[src/rtl/mem_ctrl.sv]
`default_nettype none
// ============================================================================
// Module   : mem_ctrl
// Purpose  : Byte-serial memory controller between the 8-bit unified RAM port
//            and two clients: the instruction fetcher (32-bit word reads) and
//            the load/store buffer (1/2/4-byte loads and stores). Arbitrates
//            the clients (load/store first), moves one byte per cycle on the
//            RAM bus, assembles/splits little-endian words and returns
//            one-cycle completion pulses.
// Ports    : clk, reset (async, active-low), rdy (global enable),
//            clear (aborts instruction reads), io_buffer_full,
//            mem_din/mem_dout/mem_a/mem_wr (RAM bus),
//            instr_if2mc_req/pc_if2mc/instr_mc2if_arrived/instr_mc2if (fetch),
//            ls_req/ls_wr/ls_addr/ls_size/ls_wdata/ls_mc2lsb_done/ls_rdata
//            (load/store buffer).
// Config   : MC_IO_STALL_EN - when defined, stores to I/O space
//            (ls_addr[17:16] == 2'b11) wait in IDLE while io_buffer_full.
// Revision : 1.0 - initial release
// ============================================================================
module mem_ctrl #(
    parameter int ADDR_W = 32
) (
    input  logic              clk,
    input  logic              reset,
    input  logic              rdy,
    input  logic              clear,
    input  logic              io_buffer_full,
    input  logic [7:0]        mem_din,
    output logic [7:0]        mem_dout,
    output logic [ADDR_W-1:0] mem_a,
    output logic              mem_wr,
    input  logic              instr_if2mc_req,
    input  logic [ADDR_W-1:0] pc_if2mc,
    output logic              instr_mc2if_arrived,
    output logic [31:0]       instr_mc2if,
    input  logic              ls_req,
    input  logic              ls_wr,
    input  logic [ADDR_W-1:0] ls_addr,
    input  logic [1:0]        ls_size,
    input  logic [31:0]       ls_wdata,
    output logic              ls_mc2lsb_done,
    output logic [31:0]       ls_rdata
);

    typedef enum logic [1:0] {
        S_IDLE  = 2'd0,
        S_READ  = 2'd1,
        S_WRITE = 2'd2,
        S_WAIT  = 2'd3
    } state_t;

    state_t            r_state;
    logic [2:0]        r_cnt;    // READ: cycles spent in READ; WRITE: byte on bus
    logic [2:0]        r_len;    // transfer length in bytes (1, 2 or 4)
    logic              r_is_ls;  // 1 = load/store client, 0 = fetch
    logic [ADDR_W-1:0] r_base;
    logic [31:0]       r_wdata;  // remaining store bytes, next byte in [7:0]
    logic [31:0]       r_rbuf;   // read assembly buffer

    logic              w_ls_held;
    logic              w_ls_go;
    logic              w_if_go;
    logic [2:0]        w_len;
    logic [2:0]        w_next_off;
    logic [1:0]        w_cap_idx;
    logic              w_last_cap;
    logic [31:0]       w_rbuf_next;

`ifdef MC_IO_STALL_EN
    // I/O stores wait for room in the UART buffer; they stay pending in IDLE.
    assign w_ls_held = ls_wr && (ls_addr[17:16] == 2'b11) && io_buffer_full;
`else
    logic w_unused;
    assign w_unused  = io_buffer_full;
    assign w_ls_held = 1'b0;
`endif

    assign w_ls_go    = ls_req && !w_ls_held;
    // A held store does not block the fetcher; clear suppresses a new fetch.
    assign w_if_go    = instr_if2mc_req && !clear && !w_ls_go;
    assign w_next_off = r_cnt + 3'd1;
    // mem_din lags mem_a by one cycle, so byte k arrives when r_cnt == k+1.
    assign w_cap_idx  = 2'(r_cnt - 3'd1);
    assign w_last_cap = (r_cnt == r_len);

    // Size 3 is illegal; it is treated as a word access.
    always_comb begin
        w_len = 3'd4;
        case (ls_size)
            2'd0:    w_len = 3'd1;
            2'd1:    w_len = 3'd2;
            default: w_len = 3'd4;
        endcase
    end

    always_comb begin
        w_rbuf_next = r_rbuf;
        w_rbuf_next[{w_cap_idx, 3'b000} +: 8] = mem_din;
    end

    always_ff @(posedge clk or negedge reset) begin
        if (!reset) begin
            r_state             <= S_IDLE;
            r_cnt               <= 3'd0;
            r_len               <= 3'd0;
            r_is_ls             <= 1'b0;
            r_base              <= '0;
            r_wdata             <= 32'h0;
            r_rbuf              <= 32'h0;
            mem_a               <= '0;
            mem_wr              <= 1'b0;
            mem_dout            <= 8'h00;
            instr_mc2if_arrived <= 1'b0;
            instr_mc2if         <= 32'h0;
            ls_mc2lsb_done      <= 1'b0;
            ls_rdata            <= 32'h0;
        end else if (rdy) begin
            instr_mc2if_arrived <= 1'b0;
            ls_mc2lsb_done      <= 1'b0;
            case (r_state)
                S_IDLE: begin
                    if (w_ls_go) begin
                        r_is_ls <= 1'b1;
                        r_base  <= ls_addr;
                        mem_a   <= ls_addr;
                        r_len   <= w_len;
                        r_cnt   <= 3'd0;
                        r_rbuf  <= 32'h0;
                        if (ls_wr) begin
                            mem_wr   <= 1'b1;
                            mem_dout <= ls_wdata[7:0];
                            r_wdata  <= {8'h00, ls_wdata[31:8]};
                            r_state  <= S_WRITE;
                        end else begin
                            r_state  <= S_READ;
                        end
                    end else if (w_if_go) begin
                        r_is_ls <= 1'b0;
                        r_base  <= pc_if2mc;
                        mem_a   <= pc_if2mc;
                        r_len   <= 3'd4;
                        r_cnt   <= 3'd0;
                        r_rbuf  <= 32'h0;
                        r_state <= S_READ;
                    end
                end
                S_READ: begin
                    // A flush wins even on the final capture edge.
                    if (!r_is_ls && clear) begin
                        r_state <= S_WAIT;
                    end else begin
                        if (r_cnt != 3'd0) begin
                            r_rbuf <= w_rbuf_next;
                        end
                        if (w_last_cap) begin
                            if (r_is_ls) begin
                                ls_rdata       <= w_rbuf_next;
                                ls_mc2lsb_done <= 1'b1;
                            end else begin
                                instr_mc2if         <= w_rbuf_next;
                                instr_mc2if_arrived <= 1'b1;
                            end
                            r_state <= S_WAIT;
                        end else begin
                            r_cnt <= w_next_off;
                            if (w_next_off < r_len) begin
                                mem_a <= r_base + ADDR_W'(w_next_off);
                            end
                        end
                    end
                end
                S_WRITE: begin
                    if (w_next_off < r_len) begin
                        r_cnt    <= w_next_off;
                        mem_a    <= r_base + ADDR_W'(w_next_off);
                        mem_dout <= r_wdata[7:0];
                        r_wdata  <= {8'h00, r_wdata[31:8]};
                    end else begin
                        mem_wr         <= 1'b0;
                        ls_mc2lsb_done <= 1'b1;
                        r_state        <= S_WAIT;
                    end
                end
                S_WAIT: begin
                    r_state <= S_IDLE;
                end
                default: begin
                    r_state <= S_IDLE;
                end
            endcase
        end
    end

endmodule
`default_nettype wire

[config.mk]
export PLATFORM = sky130hd
export DESIGN_NAME = mem_ctrl
export DESIGN_NICKNAME = d
export VERILOG_FILES = /design/src/rtl/mem_ctrl.sv
export SDC_FILE = /design/constraint.sdc
export NUM_CORES = 1
export LEC_CHECK = 0
export ABC_AREA = 1
export BUFFER_PORTS_ARGS = -buffer_cell sky130_fd_sc_hd__buf_2
export CELL_PAD_IN_SITES_DETAIL_PLACEMENT = 1
export CELL_PAD_IN_SITES_GLOBAL_PLACEMENT = 2
export CORE_MARGIN = 2
export CORE_UTILIZATION = 31
export CTS_BUF_LIST = sky130_fd_sc_hd__clkbuf_16
export CTS_CLUSTER_DIAMETER = 120
export DETAILED_ROUTE_END_ITERATION = 16
export PLACE_DENSITY = 0.82
export SLEW_MARGIN = 25
export SYNTH_ARGS = -nofsm -noshare
export SYNTH_HDL_FRONTEND = slang
export SYNTH_SLANG_ARGS = --single-unit
[constraint.sdc]
create_clock -name clk -period 3.4 [get_ports clk]
set_input_delay 0.51 -clock clk [delete_from_list [all_inputs] [get_ports clk]]
set_output_delay 0.51 -clock clk [all_outputs]
set_load 0.01 [all_outputs]
==> summary.md <==
| Metric | Value |
|---|---|
| DRT antenna net count | 0 |
| Critical path data required time | about 3.8 ns |
| Final period utilization | 88.6% |
| RSZ-0062 raised after global routing | false |
| Hold WC Path Type | in -> async |
| Syn Area/Cell | 7.79 um2 |
| CTS Root Cell | clkbuf_16 |
| Yosys reg bits | 204 |
| CTS Buffer Depth | 3 |
| Setup ws final | roughly 0.39 ns |
| CP max FO | 8 |
| Fin crit period | 3.01 ns |
| CTS Hold Bufs | 0 |
| Full die area | 0.0347 mm2 |
| Hold slack | 0.0894 ns |
| IO Port Bufs | ~220 |
| Relative slew slack | approximately 37% |
| Worst slack, placed | roughly 0.37 ns |
| Core ar. | approximately 0.033 mm2 |
| DR vias | approximately 9,500 |
| Cells after Synth | around 1,300 |
| Tot GR Track Use | between 10% and 20% |
| Synth unique cells | 37 |
| Placed cells | roughly 1,900 |
| Slew Viols, Final | 0 |
| Die Wd | around 190 um |
| Static leakage | around 6.2 nW |
| Drt pass-1 iters | 4 |
| First-pass GRT wire length | 52,600 um |
| Clk_lat worst skew | about 0.53 ns |
| Worst vdd ir | around 450 uV |
| Post-CTS resize count | 0 |
| Slew of the pin with the lowest slew margin | 0.937 ns |
| Warnings, synthesis | 0 |
| Synthesized Nets | ~1,500 |
| Avg WL per Cell | approximately 16 um |
| Fmax | between 0.3 and 0.4 GHz |
| Drt drc | 0 |
| Largest net degree at the start of global routing | 99 |
| Non-filler instance count after layout | 1,982 |
| WP data arrival | 3.42 ns |
| 1st-iter DRT viols | 409 |
| Clock skew | about 0.015 ns |
| Initial antenna violation count | 2 |
| Post-layout nets | approximately 1,700 |
| Synth Cell Area | around 0.010 mm2 |
| Status | completed |
| Share of cells above drive strength 1 | a little under a fifth |
| Drt total wl | about 33,000 um |
| Register area share after synthesis | between 40% and 50% |
| Cts bufs inserted | 25 |
| TritonCTS clock tree | done |
| Setup violators final | 0 |
| Num rows | between 60 and 70 |
| Routability Congestion | ~0.84 |
| Total grt overflow | 0 |
| R2R depth | 14 |
| I/O pins | around 220 |
| FF-to-FF Start | r_cnt[1] |
| Clock slew at reported path FFs | approximately 0.060 ns |
| Fillers | between 4,000 and 5,000 |
| Total Neg Setup Slack | 0 ns |
| Vias/cell | a little under 5 |
| Crit. End Element | register |
| Startpoint Class | register |
| Post-CTS Setup Inserts | 0 |
| Slack of the worst reg-to-reg path | 0.39 ns |
| Worst r2r dst | mem_a[28] |
| Placed wire-length estimate | 23,900 um |
| Count of final hold-check violations | 0 |
| Htree depth | 1 |
| Vias in the first global route | 9,964 |
| Total power | about 0.012 W |
| Initial Util | 31.6% |
| # clock sinks | between 200 and 250 |
| Layout area overhead | 22.3% |
| CP Class | reg -> reg |
| PwrDens | a little over 900 mW/mm2 |
| Die Y | ~190 um |
| Max cap viols | 0 |
[cell families after synthesis]
| logic type | count (synthesis) | share of synthesized area [%] |
|---|---|---|
| multiplexers | 13 | 1.37 |
| XOR/XNOR | 3 | 0.255 |
| AO/OA/AOI/OAI | 217 | 12.5 |
| flip-flops | 204 | 49.6 |
| AND/OR/NAND/NOR | 682 | 26.8 |
| buffers and inverters | 187 | 7.48 |
| adder cells (fa/ha/maj) | 16 | 2.02 |
[layout by cell type, fill, tap and decap left out, drive strengths merged, types with 3 or more instances in the layout]
master	netlist	layout
clkinv	1	13
dfrtp	204	204
a31oi	44	44
a22oi	8	8
o22ai	37	37
mux2i	4	4
inv	122	126
buf	30	236
o21a	23	23
ha	15	15
nor2	131	131
a21oi	9	9
nand2	429	429
nand3b	5	5
nand3	110	110
mux2	9	9
o21ai	94	94
clkbuf	34	26
nor3	3	3
[metal layers]
metal,vias up,GRT usage [%],share of wire [%]
li1,4688,-,-
met1,4631,26.2,48
met2,195,31.4,45
met3,35,3.12,5.3
met4,0,4.31,1.8
met5,-,0,0
[where the power goes]
group          internal, W  switching [W]
clock              0.00147        0.00103
combinational      0.00177        0.00338
sequential         0.00345       0.000671
total              0.00669        0.00509
[worst max-delay path, stage by stage, from the launching register on]
cell and delay (ns):
dfrtp_1 0.45, inv_1 0.12, ha_1 0.47, inv_1 0.15, fa_1 0.45, inv_1 0.09
nand3_1 0.09, nand2_1 0.29, inv_1 0.10, nor2_1 0.32, nand2_1 0.11, nand2_1 0.07
nand3_1 0.07, nand2_1 0.08, nand2_1 0.05
[registers in the layout (all words and copies together) (netlist names), 2 cells and up]
register / cells
r_base: 32
r_state: 2
mem_a: 32
r_rbuf: 32
r_len: 3
mem_dout: 8
instr_mc2if: 32
ls_rdata: 32
r_cnt: 3
r_wdata: 24
[synthesized netlist by cell type]
master    number  area (um2)
fa_1           1        20.0
buf_2         19        95.1
a21oi_1        7        35.0
a21oi_4        1        16.3
buf_4         10        75.1
or2_2          2        12.5
o21ai_2        1        8.76
ha_1          15         188
xor2_1         2        17.5
clkbuf_1      34         128
nand4_2        1        12.5
inv_1        116         435
nor2_2         1        6.26
mux2i_1        4        40.0
nor2_1       129         484
nand4_1        1        6.26
nor3_1         3        15.0
mux2_2         9         101
a21oi_2        1        8.76
buf_6          1        11.3
o21bai_1       1        7.51
a22oi_1        8        60.1
xnor2_1        1        8.76
nand3b_1       5        37.5
o21ai_1        5        25.0
dfrtp_1      204        5100
clkinv_1       1        3.75
inv_2          6        22.5
nor2_4         1        11.3
o21a_1        23         173
a31o_2         1        8.76
nand3_2        2        20.0
a31oi_1       44         275
nand3_1      108         541
o21ai_0       88         440
nand2_1      429        1610
o22ai_1       37         231
[worst max-delay path by stage]
stage | start | to | slack (ns) | cells after the start
finish | r_cnt[1] | mem_a[28] | 0.39 | 14
global route | r_cnt[1] | mem_a[2] | 0.10 | 12
CTS | r_cnt[0] | mem_a[2] | 0.34 | 11
detailed placement | r_cnt[0] | mem_a[2] | 0.37 | 11
global placement | r_cnt[1] | mem_a[2] | 0.47 | 12
floorplan | r_cnt[0] | mem_a[28] | 0.68 | 15
[per-stage QoR]
stage	utilization [%]	area [um2]
2_1_floorplan	-	10300
3_3_place_gp	36.3	11800
3_5_place_dp	36.3	11800
4_1_cts	38.6	12600
5_1_grt	38.6	12600
6_report	38.6	12600
[cell type report]
class | instances | area [um2] | area share, %
Tap cell | 442 | 553 | 4.39
Multi-Input combinational cell | 931 | 4430 | 35.1
Timing Repair Buffer | 237 | 1290 | 10.2
Clock inverter | 18 | 129 | 1.02
Inverter | 123 | 462 | 3.67
Antenna cell | 2 | 5.00 | 0.0397
Clock buffer | 25 | 626 | 4.97
Sequential cell | 204 | 5100 | 40.5
No activity file was read; power rests on OpenSTA's default activity.
